### config.mk
export PLATFORM = sky130hd
export DESIGN_NAME = rgb_bank_arbiter_flat
export DESIGN_NICKNAME = d
export VERILOG_FILES = /design/src/rtl/rgb_mem_pkg.sv /design/src/rtl/rgb_bank_arbiter_if.sv /design/src/rtl/rr_arb2.sv /design/src/rtl/rgb_bank_arbiter.sv /design/src/flat_wrapper.sv
export SDC_FILE = /design/constraint.sdc
export NUM_CORES = 1
export LEC_CHECK = 0
export CORE_ASPECT_RATIO = 0.7
export CORE_MARGIN = 2
export CORE_UTILIZATION = 40
export CTS_CLUSTER_SIZE = 14
export DETAILED_ROUTE_END_ITERATION = 10
export PLACE_DENSITY = 0.77
export SYNTH_ARGS = -nofsm -noshare
export SYNTH_HDL_FRONTEND = slang
export SYNTH_SLANG_ARGS = --single-unit
### constraint.sdc
create_clock -name clk -period 3.8 [get_ports clk]
set_input_delay 1.14 -clock clk [delete_from_list [all_inputs] [get_ports clk]]
set_output_delay 1.14 -clock clk [all_outputs]
set_load 0.05 [all_outputs]
### src/rtl/rgb_mem_pkg.sv
`default_nettype none
//------------------------------------------------------------------
// rgb_mem_pkg - shared widths and bank codes for the RGB bank arbiter
// Revision: 1.0
//------------------------------------------------------------------
package rgb_mem_pkg;

  localparam int IMG_W = 128;
  localparam int AW    = $clog2(IMG_W * IMG_W);
  localparam int DW    = 8;
  localparam int NBANK = 3;

  typedef enum logic [1:0] {
    BANK_R    = 2'd0,
    BANK_G    = 2'd1,
    BANK_B    = 2'd2,
    BANK_RSVD = 2'd3
  } bank_e;

  typedef enum logic {
    OWN_A = 1'b0,
    OWN_B = 1'b1
  } owner_e;

endpackage
`default_nettype wire

### src/rtl/rgb_bank_arbiter_if.sv
`default_nettype none
//------------------------------------------------------------------
// rgb_bank_arbiter_if - one requester port of the RGB bank arbiter
// Revision: 1.0
//------------------------------------------------------------------
interface rgb_bank_arbiter_if;
  import rgb_mem_pkg::*;

  logic          req;
  logic [1:0]    bank;
  logic          we;
  logic [AW-1:0] addr;
  logic [DW-1:0] wdata;
  logic          gnt;
  logic          rvalid;
  logic [DW-1:0] rdata;

  modport master (output req, bank, we, addr, wdata, input  gnt, rvalid, rdata);
  modport slave  (input  req, bank, we, addr, wdata, output gnt, rvalid, rdata);

endinterface
`default_nettype wire

### src/rtl/rr_arb2.sv
`default_nettype none
//------------------------------------------------------------------
// rr_arb2 - two-requester round-robin arbiter with tie-owner pointer
// Revision: 1.0
//------------------------------------------------------------------
module rr_arb2
  import rgb_mem_pkg::*;
(
  input  logic clk,
  input  logic reset,
  input  logic i_req_a,
  input  logic i_req_b,
  output logic o_gnt_a,
  output logic o_gnt_b
);

  owner_e r_ptr;

  // The pointer only matters on a tie; a lone requester always wins.
  assign o_gnt_a = i_req_a & (~i_req_b | (r_ptr == OWN_A));
  assign o_gnt_b = i_req_b & (~i_req_a | (r_ptr == OWN_B));

  always_ff @(posedge clk or posedge reset) begin
    if (reset) begin
      r_ptr <= OWN_A;
    end else if (i_req_a && i_req_b) begin
      r_ptr <= (r_ptr == OWN_A) ? OWN_B : OWN_A;
    end
  end

endmodule
`default_nettype wire

### src/rtl/rgb_bank_arbiter.sv
`default_nettype none
//------------------------------------------------------------------
// rgb_bank_arbiter - shares R/G/B single-port banks between two ports
// Revision: 1.0
//------------------------------------------------------------------
module rgb_bank_arbiter
  import rgb_mem_pkg::*;
(
  input  logic                clk,
  input  logic                reset,
  rgb_bank_arbiter_if.slave   port_a,
  rgb_bank_arbiter_if.slave   port_b,
  output logic                wr_r,
  output logic                wr_g,
  output logic                wr_b,
  output logic [AW-1:0]       addr_r,
  output logic [AW-1:0]       addr_g,
  output logic [AW-1:0]       addr_b,
  output logic [DW-1:0]       wdata_r,
  output logic [DW-1:0]       wdata_g,
  output logic [DW-1:0]       wdata_b,
  input  logic [DW-1:0]       rdata_r,
  input  logic [DW-1:0]       rdata_g,
  input  logic [DW-1:0]       rdata_b
);

  logic [NBANK-1:0]         w_req_a;
  logic [NBANK-1:0]         w_req_b;
  logic [NBANK-1:0]         w_gnt_a;
  logic [NBANK-1:0]         w_gnt_b;
  logic                     w_gnt_any_a;
  logic                     w_gnt_any_b;

  logic [NBANK-1:0]         r_wr;
  logic [NBANK-1:0][AW-1:0] r_addr;
  logic [NBANK-1:0][DW-1:0] r_wdata;

  logic                     r_rv_a;
  logic                     r_rv_b;
  logic [1:0]               r_tag_a;
  logic [1:0]               r_tag_b;
  logic [DW-1:0]            r_hold_a;
  logic [DW-1:0]            r_hold_b;
  logic [DW-1:0]            w_sel_a;
  logic [DW-1:0]            w_sel_b;

  // Requests are masked during reset so no grant is shown and no pointer moves.
  generate
    for (genvar k = 0; k < NBANK; k++) begin : g_bank
      assign w_req_a[k] = port_a.req & ~reset & (port_a.bank == 2'(k));
      assign w_req_b[k] = port_b.req & ~reset & (port_b.bank == 2'(k));

      rr_arb2 u_arb (
        .clk     (clk),
        .reset   (reset),
        .i_req_a (w_req_a[k]),
        .i_req_b (w_req_b[k]),
        .o_gnt_a (w_gnt_a[k]),
        .o_gnt_b (w_gnt_b[k])
      );
    end
  endgenerate

  assign w_gnt_any_a = |w_gnt_a;
  assign w_gnt_any_b = |w_gnt_b;
  assign port_a.gnt  = w_gnt_any_a;
  assign port_b.gnt  = w_gnt_any_b;

  always_ff @(posedge clk or posedge reset) begin
    if (reset) begin
      r_wr    <= '0;
      r_addr  <= '0;
      r_wdata <= '0;
    end else begin
      for (int k = 0; k < NBANK; k++) begin
        if (w_gnt_a[k]) begin
          r_wr[k]   <= port_a.we;
          r_addr[k] <= port_a.addr;
          if (port_a.we) r_wdata[k] <= port_a.wdata;
        end else if (w_gnt_b[k]) begin
          r_wr[k]   <= port_b.we;
          r_addr[k] <= port_b.addr;
          if (port_b.we) r_wdata[k] <= port_b.wdata;
        end else begin
          r_wr[k]   <= 1'b0;
        end
      end
    end
  end

  assign wr_r    = r_wr[BANK_R];
  assign wr_g    = r_wr[BANK_G];
  assign wr_b    = r_wr[BANK_B];
  assign addr_r  = r_addr[BANK_R];
  assign addr_g  = r_addr[BANK_G];
  assign addr_b  = r_addr[BANK_B];
  assign wdata_r = r_wdata[BANK_R];
  assign wdata_g = r_wdata[BANK_G];
  assign wdata_b = r_wdata[BANK_B];

  // The bank tag remembers where the accepted read went; the data arrives next cycle.
  always_ff @(posedge clk or posedge reset) begin
    if (reset) begin
      r_rv_a   <= 1'b0;
      r_rv_b   <= 1'b0;
      r_tag_a  <= 2'd0;
      r_tag_b  <= 2'd0;
      r_hold_a <= '0;
      r_hold_b <= '0;
    end else begin
      r_rv_a <= w_gnt_any_a & ~port_a.we;
      r_rv_b <= w_gnt_any_b & ~port_b.we;
      if (w_gnt_any_a && !port_a.we) r_tag_a <= port_a.bank;
      if (w_gnt_any_b && !port_b.we) r_tag_b <= port_b.bank;
      if (r_rv_a) r_hold_a <= w_sel_a;
      if (r_rv_b) r_hold_b <= w_sel_b;
    end
  end

  always_comb begin
    w_sel_a = '0;
    case (r_tag_a)
      BANK_R:  w_sel_a = rdata_r;
      BANK_G:  w_sel_a = rdata_g;
      BANK_B:  w_sel_a = rdata_b;
      default: w_sel_a = '0;
    endcase
  end

  always_comb begin
    w_sel_b = '0;
    case (r_tag_b)
      BANK_R:  w_sel_b = rdata_r;
      BANK_G:  w_sel_b = rdata_g;
      BANK_B:  w_sel_b = rdata_b;
      default: w_sel_b = '0;
    endcase
  end

  assign port_a.rvalid = r_rv_a;
  assign port_b.rvalid = r_rv_b;
  assign port_a.rdata  = r_rv_a ? w_sel_a : r_hold_a;
  assign port_b.rdata  = r_rv_b ? w_sel_b : r_hold_b;

endmodule
`default_nettype wire

### src/flat_wrapper.sv
// flat-port wrapper written by rule: the top's interface ports become plain ports
module rgb_bank_arbiter_flat import rgb_mem_pkg::*;
  (clk, reset, wr_r, wr_g, wr_b, addr_r, addr_g, addr_b, wdata_r, wdata_g, wdata_b, rdata_r, rdata_g, rdata_b, port_a_req, port_a_bank, port_a_we, port_a_addr, port_a_wdata, port_a_gnt, port_a_rvalid, port_a_rdata, port_b_req, port_b_bank, port_b_we, port_b_addr, port_b_wdata, port_b_gnt, port_b_rvalid, port_b_rdata);
  rgb_bank_arbiter_if port_a_i ();
  rgb_bank_arbiter_if port_b_i ();
  input  logic clk;
  input  logic reset;
  output logic wr_r;
  output logic wr_g;
  output logic wr_b;
  output logic [AW-1:0] addr_r;
  output logic [AW-1:0] addr_g;
  output logic [AW-1:0] addr_b;
  output logic [DW-1:0] wdata_r;
  output logic [DW-1:0] wdata_g;
  output logic [DW-1:0] wdata_b;
  input  logic [DW-1:0] rdata_r;
  input  logic [DW-1:0] rdata_g;
  input  logic [DW-1:0] rdata_b;
  input wire logic [$bits(port_a_i.req)-1:0] port_a_req;
  input wire logic [$bits(port_a_i.bank)-1:0] port_a_bank;
  input wire logic [$bits(port_a_i.we)-1:0] port_a_we;
  input wire logic [$bits(port_a_i.addr)-1:0] port_a_addr;
  input wire logic [$bits(port_a_i.wdata)-1:0] port_a_wdata;
  output wire logic [$bits(port_a_i.gnt)-1:0] port_a_gnt;
  output wire logic [$bits(port_a_i.rvalid)-1:0] port_a_rvalid;
  output wire logic [$bits(port_a_i.rdata)-1:0] port_a_rdata;
  input wire logic [$bits(port_b_i.req)-1:0] port_b_req;
  input wire logic [$bits(port_b_i.bank)-1:0] port_b_bank;
  input wire logic [$bits(port_b_i.we)-1:0] port_b_we;
  input wire logic [$bits(port_b_i.addr)-1:0] port_b_addr;
  input wire logic [$bits(port_b_i.wdata)-1:0] port_b_wdata;
  output wire logic [$bits(port_b_i.gnt)-1:0] port_b_gnt;
  output wire logic [$bits(port_b_i.rvalid)-1:0] port_b_rvalid;
  output wire logic [$bits(port_b_i.rdata)-1:0] port_b_rdata;
  assign port_a_i.req = port_a_req;
  assign port_a_i.bank = port_a_bank;
  assign port_a_i.we = port_a_we;
  assign port_a_i.addr = port_a_addr;
  assign port_a_i.wdata = port_a_wdata;
  assign port_a_gnt = port_a_i.gnt;
  assign port_a_rvalid = port_a_i.rvalid;
  assign port_a_rdata = port_a_i.rdata;
  assign port_b_i.req = port_b_req;
  assign port_b_i.bank = port_b_bank;
  assign port_b_i.we = port_b_we;
  assign port_b_i.addr = port_b_addr;
  assign port_b_i.wdata = port_b_wdata;
  assign port_b_gnt = port_b_i.gnt;
  assign port_b_rvalid = port_b_i.rvalid;
  assign port_b_rdata = port_b_i.rdata;
  rgb_bank_arbiter u_core (.clk(clk), .reset(reset), .port_a(port_a_i), .port_b(port_b_i), .wr_r(wr_r), .wr_g(wr_g), .wr_b(wr_b), .addr_r(addr_r), .addr_g(addr_g), .addr_b(addr_b), .wdata_r(wdata_r), .wdata_g(wdata_g), .wdata_b(wdata_b), .rdata_r(rdata_r), .rdata_g(rdata_g), .rdata_b(rdata_b));
endmodule
After elaboration in Yosys (flattened, before gate mapping) --
Cells that the tools add are included.
Word-level totals: flip-flop bits (word level) 94, input port bits 78, output and inout bits 89
Cells by class: equal/unequal tests 11, mux-type cells 27, bitwise gates (word level) 34, reductions and logical operators 22
Operator list (count):
- two-way mux 14 bit | 6
- two-way mux 8 bit | 10
- one-hot mux 8 bit (3 select lines) | 2
- bitwise AND 1 bit | 16
- inverter 1 bit | 12
- nonzero test 2 bit | 6
- two-way mux 1 bit | 9
- AND reduction 3 bit | 3
- == test 2 x 1 -> 1 bit, second input constant | 4
- == test 2 bit, second input constant | 4
- zero test 2 bit | 4
- inequality test 2 bit, second input constant | 3
- OR 1 bit | 6
- OR reduction 3 bit | 2
- logical AND 1 bit | 5
- zero test 1 bit | 2

Depth between registers and ports, before layout --
Gate-level depths: netlist of run 1.
word-level depth 8, depth in mapped cells 7, depth with buffers taken out 4

Cells and area by module --
From an unflattened synthesis of run 1, not the netlist that was laid out.
Unflattened totals: cell total of the unflattened synthesis 450, area, all modules 4659.5 um^2
By module, submodules not included:
- rgb_bank_arbiter | instances 1, cells each 429, area an instance 4479.3 um^2, seq. area each 2277.2 um^2
- rr_arb2 | instances 3, cells each 7, area an instance 60.1 um^2, seq. area each 25.0 um^2

Worst setup path before layout of run 1 --
Ideal clock, no wire load.
kind input to output, from input port port_a_bank[0], to output port port_b_gnt, arrival time 2.749 ns, data required time 2.660 ns, path slack -0.089 ns, cell stages on the path 4, buffers on the path 1, cell sequence or4b_4 -> o21ai_2 -> clkbuf_1 -> nand3_1
Between the ends: cells in the longest elaborated chain, start to end 6, elaborated cells between the ends (all ways) 16
RTL lines:
- start: declaration | line flat_wrapper.sv:21 | input wire logic [$bits(port_a_i.bank)-1:0] port_a_bank;
- == test 2 bit (tied with other cells) | line rgb_bank_arbiter.sv:50 | assign w_req_a[k] = port_a.req & ~reset & (port_a.bank == 2'(k));
- bitwise AND 1 bit | line rgb_bank_arbiter.sv:50
- inverter 1 bit | line rr_arb2.sv:21 | assign o_gnt_b = i_req_b & (~i_req_a | (r_ptr == OWN_B));
- OR 1 bit | line rr_arb2.sv:21
- bitwise AND 1 bit | line rr_arb2.sv:21
- OR reduction 3 bit (*) | line rgb_bank_arbiter.sv:65 | assign w_gnt_any_b = |w_gnt_b;
- end: declaration | line flat_wrapper.sv:33 | output wire logic [$bits(port_b_i.gnt)-1:0] port_b_gnt;
Mark *: on every way between the ends. The rest lies on a longest branch, timed or not.

Final worst setup path of run 1 --
from input port port_a_bank[0], to output port port_a_gnt
Between the ends: cells in the longest elaborated chain, start to end 4, elaborated cells between the ends (all ways) 10
RTL lines:
- == test 2 bit (tied with other cells) | line rgb_bank_arbiter.sv:50
- bitwise AND 1 bit | line rgb_bank_arbiter.sv:50
- bitwise AND 1 bit | line rr_arb2.sv:20 | assign o_gnt_a = i_req_a & (~i_req_b | (r_ptr == OWN_A));
- OR reduction 3 bit (*) | line rgb_bank_arbiter.sv:64 | assign w_gnt_any_a = |w_gnt_a;
- end: declaration | line flat_wrapper.sv:25 | output wire logic [$bits(port_a_i.gnt)-1:0] port_a_gnt;
Marked as above.

==> impl_metrics.tcl, run 1 <==
set metrics [dict create \
    status "finished clean" \
    gp_congestion 0.900 \
    grt_pass1_vias 3974 \
    crit_fanout 4 \
    cts_tree "done" \
    antenna_found_initial 0 \
    io_pins 167 \
    placementRows 32 \
    cap_violations 0 \
    synthTopCellsByCount "nor2_1, dfrtp_1, mux2_2, o22ai_1, a21oi_1" \
    yosysTopAreaCellShare 0.534 \
    nFillCells 854 \
    drive_above_1_share 0.190 \
    setup_viol 0 \
    path_cells "clkdlybuf4s50_1 > or4b_4 > a21o_1 > nand3_2 > buf_4" \
    routedWlPerCell_um 17.9 \
    dr.first_iter.drc_count 226 \
    hpwl_um 9540 \
    fin_cells 737 \
    cp.required_ps 2660 \
    cp-end-kind "primary output" \
    synth_async_sr_flop_share 1.00 \
    hold_class "reg -> reg" \
    yosysMostFrequentCell "nor2_1" \
    syn-cell-area_mm2 0.00441 \
    synth.area.top_cells "dfrtp_1, mux2_2, nor2_1, o22ai_1, mux2i_1" \
    slew_viol_final 0 \
    cts_setup_buffers 0 \
    diodes 0 \
    slew_headroom 0.521 \
    io_buffers 166 \
    totalWireLength_um 13200 \
    fp.coreArea_mm2 0.0109 \
    fin_area_mm2 0.00678 \
    first_pass_iters 4 \
    p_leak_nw 2.82 \
    fp.dieW_um 129 \
    synth.avg_cell_area_um2 10.7 \
    synth_area_leader_cell "dfrtp_1" \
    dp_cells 722 \
    syn_to_final_growth_pct 53.8 \
    ant_nets 0 \
    nets 658 \
    finalCritPeriodShare 0.984 \
    die_area_mm2 0.0119 \
    synth_edf_count 0 \
    power_density_mw_per_mm2 649 \
    htreeDepth 3 \
    crit_slowest_cell "or4b_4" \
    netlist_instances 411 \
    ys_seq_area_frac 0.534 \
    die_h_um 91.8 \
    grt.overflow.total 0 \
    yosysWarnings 0 \
    dr_total_vias 3910 \
    synthFlopType "dfrtp_1" \
    clk_pin_slew_ps 60 \
    min_period_ps 3740 \
    syn_nets 489 \
    rsz0062_at_grt "no" \
    drc_errors 0 \
    grt.total_usage 0.224 \
    synth_cell_types 31 \
    synth-seq-cells 94 \
    tightest_slew_ps 718 \
    startpoint_type "input port" \
    crit_arrival_ps 2600 \
    slowest_delay_ps 570 \
    cts_buffers 9 \
    vdd_drop_max_v 0.000274 \
    critPathKind "in -> out" \
    path_buf_inv 2 \
    grt_max_degree 48 \
    max_freq_ghz 0.267 \
    skew_ps 8.39 \
    cts_root_buf "clkbuf_16" \
    insertion_delay_ps 340 \
    vias_per_cell 5.31 \
    cts_sinks 94 \
    place_area_mm2 0.00644 \
    clock_path_buffers 2 \
    hold_viol_final 0 \
    grt_pass1_wl_um 20500 \
    initial_utilization 0.405 \
    critPathTopFamily "simple AND/OR/NAND/NOR gates" \
]
## power breakdown
part           internal [mW]  switching, mW
Sequential              1.24          0.166
Clock                  0.639          0.375
Combinational          0.780           1.20
Total                   2.66           1.74
## area by class of cell
cell class	instances	area [um^2]	share of cell area
Sequential cell	94	2350	0.347
Timing Repair Buffer	182	1940	0.286
Multi-Input combinational cell	284	1920	0.284
Clock buffer	9	225	0.0332
Tap cell	153	191	0.0282
Clock inverter	6	111	0.0164
Inverter	9	36.3	0.00535
## logic make-up (layout without fill, tap and decap cells)
| logic type | Yosys count | count (layout) | share of synthesized area |
|---|---|---|---|
| buffers and inverters | 33 | 206 | 0.0327 |
| AO/OA/AOI/OAI | 87 | 87 | 0.132 |
| AND/OR/NAND/NOR | 128 | 128 | 0.125 |
| XOR/XNOR | 3 | 3 | 0.00596 |
| multiplexers | 66 | 66 | 0.171 |
| flip-flops | 94 | 94 | 0.534 |
## metal layers
layer  wire length, um  up-vias  track usage
li1                  -     1799            -
met5                 0        -            0
met3              1100       15       0.0688
met4               131        0       0.0556
met1              5710     1922        0.291
met2              6280      174        0.367
## state kept, by name, summed over array words and instances, names as in the netlist
signal	flops
u_core.r_hold_b	8
u_core.wdata_r	8
u_core.wdata_g	8
u_core.r_tag_b	2
u_core.port_b.rvalid	1
u_core.addr_g	14
u_core.r_wr	3
u_core.r_tag_a	2
u_core.addr_r	14
u_core.addr_b	14
u_core.r_hold_a	8
u_core.wdata_b	8
u_core.g_bank.u_arb.r_ptr	3
u_core.port_a.rvalid	1
## placed cells by master, fill, tap and decap left out, types with 2 or more instances in the layout
cell,instances
clkdlybuf4s50_1,147
nor2_1,107
dfrtp_1,94
o22ai_1,42
mux2_2,42
a21oi_1,20
buf_4,18
mux2i_1,16
buf_12,16
nand2_1,9
clkbuf_16,9
inv_1,8
mux2_4,8
o221ai_1,6
o21a_1,6
nand4bb_1,4
o21ai_2,3
a21o_1,3
bufinv_16,3
and4bb_2,2
o22ai_2,2
a31oi_1,2
o32ai_1,2
nand3_2,2
xnor2_1,2
## worst paths after layout
path / depth (start not counted) / startpoint / to / slack, ps
max: 5 / port_a_bank[0] / port_a_gnt / 60
min: 1 / u_core.wdata_b[4]$_DFFE_PP0P_ / u_core.wdata_b[4]$_DFFE_PP0P_ / 510
max reg2reg: 4 / u_core.g_bank[0].u_arb.r_ptr$_DFFE_PP0P_ / u_core.wdata_r[4]$_DFFE_PP0P_ / 2060
min reg2reg: 1 / u_core.wdata_b[4]$_DFFE_PP0P_ / u_core.wdata_b[4]$_DFFE_PP0P_ / 510
max in group asynchronous: 4 / reset / u_core.addr_g[13]$_DFFE_PP0P_ / 1770
min in group asynchronous: 3 / reset / u_core.g_bank[0].u_arb.r_ptr$_DFFE_PP0P_ / 1260
## worst reg2reg max path: stages (launching register included)
cell and delay (ps):
dfrtp_1 410, a21o_1 190, buf_4 260, o22ai_4 380, mux2_2 390
## through the flow
step	TNS, ps	hold WS (ps)	worst slack (ps)	total power [mW]	utilization
2_1_floorplan	0	464	34.1	2.57	-
3_3_place_gp	0	491	22.2	3.37	0.591
3_5_place_dp	-29.8	496	-28.4	3.40	0.591
4_1_cts	0	510	58.1	4.43	0.622
5_1_grt	0	524	13.2	4.58	0.622
6_report	0	508	58.9	4.40	0.622
## timing repair
item | CTS | global route
hold buffers | 0 | 0
gates resized for setup | 1 | 0
setup endpoints to repair | 2 | 0
No activity file was read; power rests on OpenSTA's default activity.
==> run 2: changes to the inputs <==
- TNS_END_PERCENT: unset -> 30
==> impl_metrics.tcl, run 2 (synthesized netlist as in run 1, its figures left out) <==
set metrics [dict create \
    pwr-share-comb 0.458 \
    wl_met1_um 5600 \
    vias_per_cell 5.25 \
    setup_viol 0 \
    placementRows 32 \
    antenna_found_initial 0 \
    seqPwrFrac 0.325 \
    clock_path_buffers 2 \
    clk_pin_slew_ps 70 \
    cp.required_ps 2660 \
    startpoint_type "input port" \
    max_freq_ghz 0.267 \
    slew_viol_final 0 \
    timing.hold.ws_ps 505 \
    grt_pass1_vias 3971 \
    io_buffers 166 \
    place_ws_ps 24.2 \
    pwr-share-clk 0.217 \
    fin_setup_tns_ps 0 \
    diodes 0 \
    dr_total_vias 3862 \
    fin_cells 736 \
    min_period_ps 3750 \
    skew_ps 9.93 \
    dr.first_iter.drc_count 232 \
    power_density_mw_per_mm2 641 \
    wl_met3_um 1080 \
    htreeDepth 3 \
    cts_sinks 94 \
    cp-end-kind "primary output" \
    routedWlPerCell_um 17.6 \
    met2_length_um 6130 \
    p_sw_frac 0.411 \
    drive_above_1_share 0.189 \
    gp_congestion 0.880 \
    initial_utilization 0.405 \
    die_h_um 91.8 \
    slew_headroom 0.547 \
    vdd_drop_max_v 0.000416 \
    syn_to_final_growth_pct 53.0 \
    first_pass_iters 4 \
    fp.dieW_um 129 \
    io_pins 167 \
    p_int_mw 2.54 \
    final_common_cell "clkdlybuf4s50_1" \
    dr.max_layer_used "met4" \
    status "finished clean" \
    cts_tree "done" \
    grt.overflow.total 0 \
    setup_slack_ps 52.9 \
    ant_nets 0 \
    cts_root_buf "clkbuf_16" \
    grt.total_usage 0.224 \
    crit_fanout 4 \
    cts_buffers 9 \
    critPathKind "in -> out" \
    crit_arrival_ps 2610 \
    insertion_delay_ps 340 \
    die_area_mm2 0.0119 \
    nFillCells 892 \
    p_leak_nw 2.80 \
    nets 656 \
    fp.coreArea_mm2 0.0109 \
    tightest_slew_ps 679 \
    hold_viol_final 0 \
    finalCritPeriodShare 0.986 \
    grt_pass1_wl_um 20600 \
    final_cell_mix "clkdlybuf4s50_1, nor2_1, dfrtp_1, o22ai_1, mux2_2" \
    totalWireLength_um 13000 \
    hpwl_um 9310 \
    dp_cells 720 \
    holdBufCountCts 0 \
    grt_max_degree 44 \
    hold_class "reg -> reg" \
    cap_violations 0 \
    drc_errors 0 \
    rsz0062_at_grt "no" \
    power_switching_mw 1.78 \
]
==> run 2: final cells by class <==
class	instances	area, um^2	share of cell area
repair buffers	180	1930	0.286
multi-input cells	284	1930	0.286
flip-flops and latches	94	2350	0.349
well taps	153	191	0.0284
clock buffers	9	225	0.0334
clock inverters	7	85.1	0.0126
inverters	9	36.3	0.00538
==> run 2: path summary, 6_finish.rpt <==
| check | from | endpoint | slack (ps) | cells after the start |
|---|---|---|---|---|
| setup reg to reg | u_core.g_bank[1].u_arb.r_ptr$_DFFE_PP0P_ | u_core.wdata_g[6]$_DFFE_PP0P_ | 1930 | 4 |
| max in group asynchronous | reset | u_core.wdata_b[0]$_DFFE_PP0P_ | 1700 | 4 |
| min in group asynchronous | reset | u_core.r_tag_b[1]$_DFFE_PP0P_ | 1330 | 3 |
| hold reg to reg | u_core.wdata_r[5]$_DFFE_PP0P_ | u_core.wdata_r[5]$_DFFE_PP0P_ | 510 | 1 |
| hold / removal | u_core.wdata_r[5]$_DFFE_PP0P_ | u_core.wdata_r[5]$_DFFE_PP0P_ | 510 | 1 |
| setup / recovery | port_a_bank[0] | port_a_gnt | 50 | 5 |
==> run 2: timing repair <==
action | in CTS | in global routing
resized for setup | 0 | 2
endpoints found under the hold margin | 0 | 0
endpoints found under the setup margin | 0 | 2
setup buffers | 0 | 0
==> run 2: power by group through the flow <==
stage	combinational, mW	clock (mW)	sequential [mW]
finish	1.98	0.938	1.40
global route	2.07	1.02	1.43
CTS	1.99	0.962	1.40
detailed placement	1.98	0	1.42
global placement	1.96	0	1.41
floorplan	0.611	0	1.96
==> run 2: metal layers <==
layer  vias to the layer above  global-route usage
li1                       1789                   -
met1                      1894               0.295
met2                       165               0.357
met3                        14              0.0671
met4                         0              0.0681
met5                         -                   0
==> run 2: worst max-delay path: stages <==
cell	delay [ps]
clkdlybuf4s50_1	430
or4b_4	580
a21o_1	190
nand3_1	100
buf_6	170
==> run 2: stage by stage <==
step | util | instance area [um^2] | power [mW]
after floorplan | - | 4410 | 2.57
after global placement | 0.590 | 6420 | 3.37
after detailed placement | 0.590 | 6420 | 3.40
after CTS | 0.618 | 6730 | 4.36
after global routing | 0.619 | 6740 | 4.52
final | 0.619 | 6740 | 4.32
